**src/rtl/read_fsm.sv**
```systemverilog
// -----------------------------------------------------------------------------
// read_fsm
//
// Read side of the keypad calculator. On a result_ready pulse from the write
// FSM it reads operand A from the user-selected register and operand B from
// the entry register. It converts each packed two-digit BCD value to binary
// and offers the pair plus opcode to the ALU with a valid/ready handshake.
//
// Ports
//   clk          system clock, rising edge
//   rst          synchronous active-high reset
//   result_ready one-cycle start pulse; reg_sel/op_sel are sampled with it
//   reg_sel      register index of operand A
//   op_sel       operator code
//   rd_en        register-file read strobe (decoded from state)
//   rd_addr      register-file read address (decoded from state)
//   rd_data      packed BCD read data, valid the cycle after rd_en
//   op_a, op_b   binary operands
//   op_code      latched op_sel
//   op_valid     operand pair valid
//   alu_ready    ALU accepts the pair
//   bcd_err      a nibble > 9 was seen in either operand (qualified by op_valid)
//   busy         any state other than IDLE
//   overrun      sticky: result_ready arrived while busy; cleared only by rst
// -----------------------------------------------------------------------------
module read_fsm #(
  parameter int REG_AW     = 2,
  parameter int ENTRY_ADDR = 3,
  parameter int OUT_W      = 7
) (
  input  logic              clk,
  input  logic              rst,
  input  logic              result_ready,
  input  logic [REG_AW-1:0] reg_sel,
  input  logic [1:0]        op_sel,
  output logic              rd_en,
  output logic [REG_AW-1:0] rd_addr,
  input  logic [7:0]        rd_data,
  output logic [OUT_W-1:0]  op_a,
  output logic [OUT_W-1:0]  op_b,
  output logic [1:0]        op_code,
  output logic              op_valid,
  input  logic              alu_ready,
  output logic              bcd_err,
  output logic              busy,
  output logic              overrun
);

  // 99 is the largest converted value and needs 7 bits.
  if (OUT_W < 7) begin : g_width_check
    $error("read_fsm: OUT_W must be at least 7");
  end

  localparam logic [REG_AW-1:0] ENTRY_IDX = REG_AW'(ENTRY_ADDR);

  typedef enum logic [2:0] {
    IDLE  = 3'd0,
    RD_A  = 3'd1,
    RD_B  = 3'd2,
    CAP_B = 3'd3,
    VALID = 3'd4
  } state_t;

  state_t            state_reg, state_next;
  logic [REG_AW-1:0] sel_reg, sel_next;
  logic [1:0]        op_code_reg, op_code_next;
  logic [OUT_W-1:0]  op_a_reg, op_a_next;
  logic [OUT_W-1:0]  op_b_reg, op_b_next;
  logic              err_a_reg, err_a_next;
  logic              bcd_err_reg, bcd_err_next;
  logic              op_valid_reg, op_valid_next;
  logic              busy_reg, busy_next;
  logic              overrun_reg, overrun_next;

  // ---------------------------------------------------------------------------
  // BCD to binary conversion of whatever is on rd_data this cycle.
  // ---------------------------------------------------------------------------
  logic [1:0]       nib_bad;
  logic             conv_err;
  logic [6:0]       conv_bin;
  logic [OUT_W-1:0] conv_val;

  for (genvar gi = 0; gi < 2; gi++) begin : g_nib_check
    assign nib_bad[gi] = (rd_data[gi*4 +: 4] > 4'd9);
  end

  assign conv_err = |nib_bad;
  // tens*10 computed as tens*8 + tens*2; max 99 when both nibbles are legal.
  assign conv_bin = {rd_data[7:4], 3'b000} + {2'b00, rd_data[7:4], 1'b0}
                  + {3'b000, rd_data[3:0]};
  // An illegal operand is forced to zero rather than passing a garbage value.
  assign conv_val = conv_err ? '0 : OUT_W'(conv_bin);

  // ---------------------------------------------------------------------------
  // State and datapath registers
  // ---------------------------------------------------------------------------
  always_ff @(posedge clk) begin
    if (rst) begin
      state_reg    <= IDLE;
      sel_reg      <= '0;
      op_code_reg  <= '0;
      op_a_reg     <= '0;
      op_b_reg     <= '0;
      err_a_reg    <= 1'b0;
      bcd_err_reg  <= 1'b0;
      op_valid_reg <= 1'b0;
      busy_reg     <= 1'b0;
      overrun_reg  <= 1'b0;
    end else begin
      state_reg    <= state_next;
      sel_reg      <= sel_next;
      op_code_reg  <= op_code_next;
      op_a_reg     <= op_a_next;
      op_b_reg     <= op_b_next;
      err_a_reg    <= err_a_next;
      bcd_err_reg  <= bcd_err_next;
      op_valid_reg <= op_valid_next;
      busy_reg     <= busy_next;
      overrun_reg  <= overrun_next;
    end
  end

  // ---------------------------------------------------------------------------
  // Next-state and next-output logic
  // ---------------------------------------------------------------------------
  always_comb begin
    state_next    = state_reg;
    sel_next      = sel_reg;
    op_code_next  = op_code_reg;
    op_a_next     = op_a_reg;
    op_b_next     = op_b_reg;
    err_a_next    = err_a_reg;
    bcd_err_next  = bcd_err_reg;
    op_valid_next = op_valid_reg;
    // A start request outside IDLE is dropped, never queued, and flagged.
    // This includes the edge on which VALID hands off to the ALU.
    overrun_next  = overrun_reg | (result_ready && (state_reg != IDLE));

    unique case (state_reg)
      IDLE: begin
        if (result_ready) begin
          sel_next     = reg_sel;
          op_code_next = op_sel;
          state_next   = RD_A;
        end
      end
      RD_A: begin
        state_next = RD_B;
      end
      RD_B: begin
        // rd_data carries operand A (read issued in RD_A).
        op_a_next  = conv_val;
        err_a_next = conv_err;
        state_next = CAP_B;
      end
      CAP_B: begin
        // rd_data carries operand B (read issued in RD_B).
        op_b_next     = conv_val;
        bcd_err_next  = err_a_reg | conv_err;
        op_valid_next = 1'b1;
        state_next    = VALID;
      end
      VALID: begin
        if (alu_ready) begin
          op_valid_next = 1'b0;
          bcd_err_next  = 1'b0;
          state_next    = IDLE;
        end
      end
      default: begin
        state_next = IDLE;
      end
    endcase

    busy_next = (state_next != IDLE);
  end

  // ---------------------------------------------------------------------------
  // Read port decode: A address in RD_A, entry register in RD_B.
  // ---------------------------------------------------------------------------
  always_comb begin
    rd_en   = 1'b0;
    rd_addr = '0;
    if (state_reg == RD_A) begin
      rd_en   = 1'b1;
      rd_addr = sel_reg;
    end else if (state_reg == RD_B) begin
      rd_en   = 1'b1;
      rd_addr = ENTRY_IDX;
    end
  end

  assign op_a     = op_a_reg;
  assign op_b     = op_b_reg;
  assign op_code  = op_code_reg;
  assign op_valid = op_valid_reg;
  assign bcd_err  = bcd_err_reg;
  assign busy     = busy_reg;
  assign overrun  = overrun_reg;

endmodule
```
**config.mk**
```make
export PLATFORM = sky130hd
export DESIGN_NAME = read_fsm
export DESIGN_NICKNAME = d
export VERILOG_FILES = /design/src/rtl/read_fsm.sv
export SDC_FILE = /design/constraint.sdc
export NUM_CORES = 1
export LEC_CHECK = 0
export CORE_ASPECT_RATIO = 1.25
export CORE_UTILIZATION = 45
export DETAILED_ROUTE_END_ITERATION = 8
export DONT_BUFFER_PORTS = 1
export PLACE_DENSITY = 0.6
export SYNTH_ARGS = -nofsm -noshare
export SYNTH_HDL_FRONTEND = slang
export SYNTH_SLANG_ARGS = --single-unit
```
**constraint.sdc**
```tcl
create_clock -name clk -period 3.13 [get_ports clk]
set_input_delay 0.4695 -clock clk [delete_from_list [all_inputs] [get_ports clk]]
set_output_delay 0.4695 -clock clk [all_outputs]
set_load 0.01 [all_outputs]
```
Word-level counts from Yosys, hierarchy flattened:

Cells that the tools add are included.

* word-level logic and storage cells: 40
* flip-flop bits (word level): 26
* input port bits: 16

* magnitude comparators: 2
* multiplexer cells: 11
* add/subtract/negate cells: 2
* bitwise operators: 2
* equality and inequality tests: 5
* reductions and logical operators: 8

Operator list (count)
* case mux 3 bit (5 select lines): 1
* > comparator 4 bit (second input constant): 2
* adder 7 x 4 -> 7 bit: 1
* adder 7 x 5 -> 7 bit: 1
* two-way mux 7 bit: 1
* == test 3 x 2 -> 1 bit (second input constant): 2
* two-way mux 3 bit: 2
* nonzero test 3 bit: 2
* two-way mux 2 bit: 2
* case mux 1 bit (2 select lines): 2
* AND reduction 2 bit: 2
* == test 3 x 1 -> 1 bit (second input constant): 1
* == test 3 bit (second input constant): 1
* zero test 3 bit: 1
* two-way mux 1 bit: 3
* != test 2 bit (second input constant): 1
* bitwise OR 1 bit: 2
* nonzero test 2 bit: 1
* OR reduction 2 bit: 1
* logical AND 1 bit: 1

Depth between registers and ports, before layout:

* depth after elaboration: 4
* mapped depth: 7
* gate-level depth less buffers: 7

Worst setup path after synthesis:

No wires, ideal clock.

* path kind: input-to-reg
* start point: input rd_data[3]
* end point: register op_a_reg[6], in the netlist op_a[6]
* stages on the path: 7
* buffers on the path: 0
* path slack: 0.986 ns
* library setup time: 0.127 ns
* arrival: 2.017 ns
* cell sequence: inv_1 -> fa_1 -> inv_1 -> fa_1 -> and3_1 -> o211ai_1 -> a31oi_1

* cells in the longest elaborated chain, start to end: 3
* elaborated cells on any way between the ends: 4

Ends and longest elaborated chain
* start, declared: line 38 `input logic [7:0] rd_data,`
* branches (longest 2 deep; another with adder 7 x 4 -> 7 bit)
* two-way mux 7 bit (*): line 92 `assign conv_val = conv_err ? '0 : OUT_W'(conv_bin);`
* end signal, assigned: line 113 `op_a_reg <= op_a_next;`
* end, declared: line 67 `logic [OUT_W-1:0] op_a_reg, op_a_next;`

Every way passes the cells marked *.
A chain may end at the register's enable or synchronous reset.

Final worst setup path:

* start point: register state_reg[1]
* end point: output rd_addr[0]

* cells in the longest elaborated chain, start to end: 3
* elaborated cells on any way between the ends: 4

Ends and longest elaborated chain
* start, declared: line 64 `state_t state_reg, state_next;`
* start signal, assigned: line 110 `state_reg <= state_next;`
* == test 3 x 2 -> 1 bit: line 187 `end else if (state_reg == RD_B) begin`
* two-way mux 2 bit: line 187
* two-way mux 2 bit (*): line 184 `if (state_reg == RD_A) begin`
* end, declared: line 37 `output logic [REG_AW-1:0] rd_addr,`

Mark *: on every way between the ends. The rest lies on a longest branch, timed or not.

==> flow_summary.json <==
{
  "outcome": "complete, no violations",
  "synthDistinctLibCells": 39,
  "p_leak_uw": 0.000522,
  "power_density_mw_per_mm2": 500,
  "critPathSlowestCell": "dfxtp_1",
  "p_clk_frac": 0.248,
  "grt_pass1_vias": 941,
  "max_freq_ghz": 0.496,
  "rsz0062_at_grt": "false",
  "post_cts_buffers": 0,
  "syn_inst": 139,
  "final_cell_count_no_fill": 170,
  "initial_core_util": 0.479,
  "place_inst": 166,
  "power_frac_seq": 0.569,
  "multi_input_area_sq_um": 676,
  "fp.dieH_microns": 62.0,
  "hold_depth": 1,
  "max_stage_delay_ps": 570,
  "reg2regPathDepth": 4,
  "finalHoldViolations": 0,
  "min_path_type": "in2reg",
  "finalPower_uw": 665,
  "utilization": 0.492,
  "end_kind": "output pin",
  "ys_top_cells_by_count": "26 x dfxtp_1, 14 x a21oi_1, 11 x nor2_1",
  "cts_resized": 0,
  "clk_pin_slew_ps": 130,
  "num_rows": 21,
  "grt_start_max_net_pins": 25,
  "worstHoldEndpoint": "state_reg[2]",
  "cts_tree": "yes",
  "yosys.area.top_type": "dfxtp_1",
  "r2r_slack_ps": 1530,
  "r2r_start": "state_reg[1]",
  "clock_latency_ps": 310,
  "crit_arrival_ps": 1550,
  "wl_per_cell_microns": 15.1,
  "power_frac_comb": 0.183,
  "min_period_ps": 2020,
  "path_class": "reg2out",
  "root_buffer": "clkbuf_4",
  "yosysWarnings": 0,
  "vdd_ir_drop_max_mv": 0.188,
  "area_delta_synth_final_pct": 2.80,
  "antenna_found_initial": 0,
  "synth.most_common_cell": "dfxtp_1",
  "die-area_sq_mm": 0.00310,
  "crit_buf_inv": 0,
  "swShare": 0.285,
  "fin_crit_sh": 0.644,
  "clock_skew_ps": 2.79,
  "htree_levels": 1,
  "drc": 0,
  "cp_top_family": "flip-flops",
  "drt_first_pass_iters": 4,
  "ctsHoldBuffers": 0,
  "drive_gt1_frac": 0.0882,
  "drt.antenna.violating_nets": 0,
  "diodes": 0,
  "setup-tns-final_ps": 0,
  "relSlewSlack": 0.705,
  "fillers": 266,
  "nets": 162,
  "first_iter_violations": 13,
  "internal_power_uw": 476,
  "min_from": "rst",
  "seq_area_sq_um": 520,
  "synth_top_area_frac": 0.402,
  "ys_seq_area_frac": 0.402,
  "die_x_microns": 50.0,
  "worst_pin_slew_ps": 441,
  "yosys-top-cells-area": "dfxtp_1 40%, ha_1 6.8%, a21oi_1 5.4%",
  "cts_buffer_depth": 2,
  "ys.flop_type": "dfxtp_1",
  "slew_violations": 0,
  "crit_chain": "nor3b_1 -> o21a_1",
  "coreArea_sq_mm": 0.00271,
  "start_kind": "register",
  "port-buffer-count": 0,
  "ys_seq_elements": 26,
  "timing.hold.ws_ps": 209,
  "setup_viol": 0,
  "place.gp.congestion": 0.741,
  "cts_buffers": 3,
  "syn_area_sq_mm": 0.00129,
  "vias": 989,
  "synth_fp_nets": 164,
  "grt_pass1_wl_mm": 4.18,
  "cts.sink_count": 26,
  "synth_edf_count": 0,
  "async_reset_ff_frac": 0,
  "cp_max_fo": 10,
  "required_ps": 2660,
  "grt.total_usage": 0.181,
  "cap_viol_max_count": 0,
  "hpwl_mm": 1.95,
  "p_switching_uw": 190,
  "pin_count": 39,
  "overflow": 0,
  "vias_per_cell": 5.82,
  "routed_wl_mm": 2.57,
  "synth.avg_cell_area_sq_um": 9.32,
  "r2r_end": "err_a_reg"
}
## cells by family (layout without fill, tap and decap cells)
| kind of cell | Yosys count | in the layout | share of synthesized area |
|---|---|---|---|
| AO/OA/AOI/OAI | 33 | 33 | 0.167 |
| XOR/XNOR | 2 | 2 | 0.0135 |
| adder cells (fa/ha/maj) | 9 | 9 | 0.0985 |
| buffers and inverters | 19 | 16 | 0.0763 |
| flip-flops | 26 | 26 | 0.402 |
| multiplexers | 4 | 4 | 0.0309 |
| AND/OR/NAND/NOR | 46 | 46 | 0.212 |
## worst max-delay path by stage
| stage | slack [ps] | start | cells past startpoint | endpoint |
|---|---|---|---|---|
| after floorplan | 990 | rd_data[3] | 7 | op_a[6] |
| after global placement | 920 | rd_data[3] | 7 | op_b[5] |
| after detailed placement | 850 | rd_data[3] | 7 | op_b[5] |
| after CTS | 1090 | state_reg[1] | 3 | rd_addr[0] |
| after global routing | 990 | state_reg[1] | 3 | rd_addr[1] |
| final | 1110 | state_reg[1] | 2 | rd_addr[0] |
## area by class of cell
class                   count  area share
clock buffers               4      0.0273
multi-input cells          94       0.508
repair buffers              3      0.0169
flip-flops and latches     26       0.391
inverters                   9      0.0254
well taps                  34      0.0320
## power by group through the flow
stage,logic (uW),registers [uW],clock network (uW)
3_3_place_gp,120,386,0
6_report,122,378,165
5_1_grt,137,382,187
2_1_floorplan,118,374,0
4_1_cts,123,379,171
3_5_place_dp,122,386,0
## per-layer routing
metal	wire (microns)	part of all wire	up-vias	track usage
met5	0	0	-	0
met4	23	0.0090	0	0.0898
met3	184	0.072	2	0.0365
met2	1280	0.50	29	0.331
met1	1080	0.42	460	0.202
li1	-	-	498	-
## worst register-to-register path: stages (launching register included)
cell and delay (ps):
dfxtp_1 570, nor3b_1 450, buf_4 250, nor2_1 50, a311oi_1 220
## stage by stage
stage	setup slack [ps]	area, sq um
floorplan	986	1290
global route	993	1330
CTS	1090	1330
detailed placement	847	1290
global placement	923	1290
finish	1110	1330
## cell usage in the layout (no fill, tap or decap), types with 2 or more instances in the layout
master,count
o21a_1,3
a31oi_1,2
mux2i_1,4
nand3_1,2
fa_1,2
nand2_1,10
a21oi_1,14
nand4_1,10
nor2_1,11
or3_1,2
a311oi_1,2
nor3b_1,2
clkbuf_4,3
dfxtp_1,26
inv_1,9
buf_4,3
ha_1,7
o21ai_0,3
(Power assumes the default switching activity.)
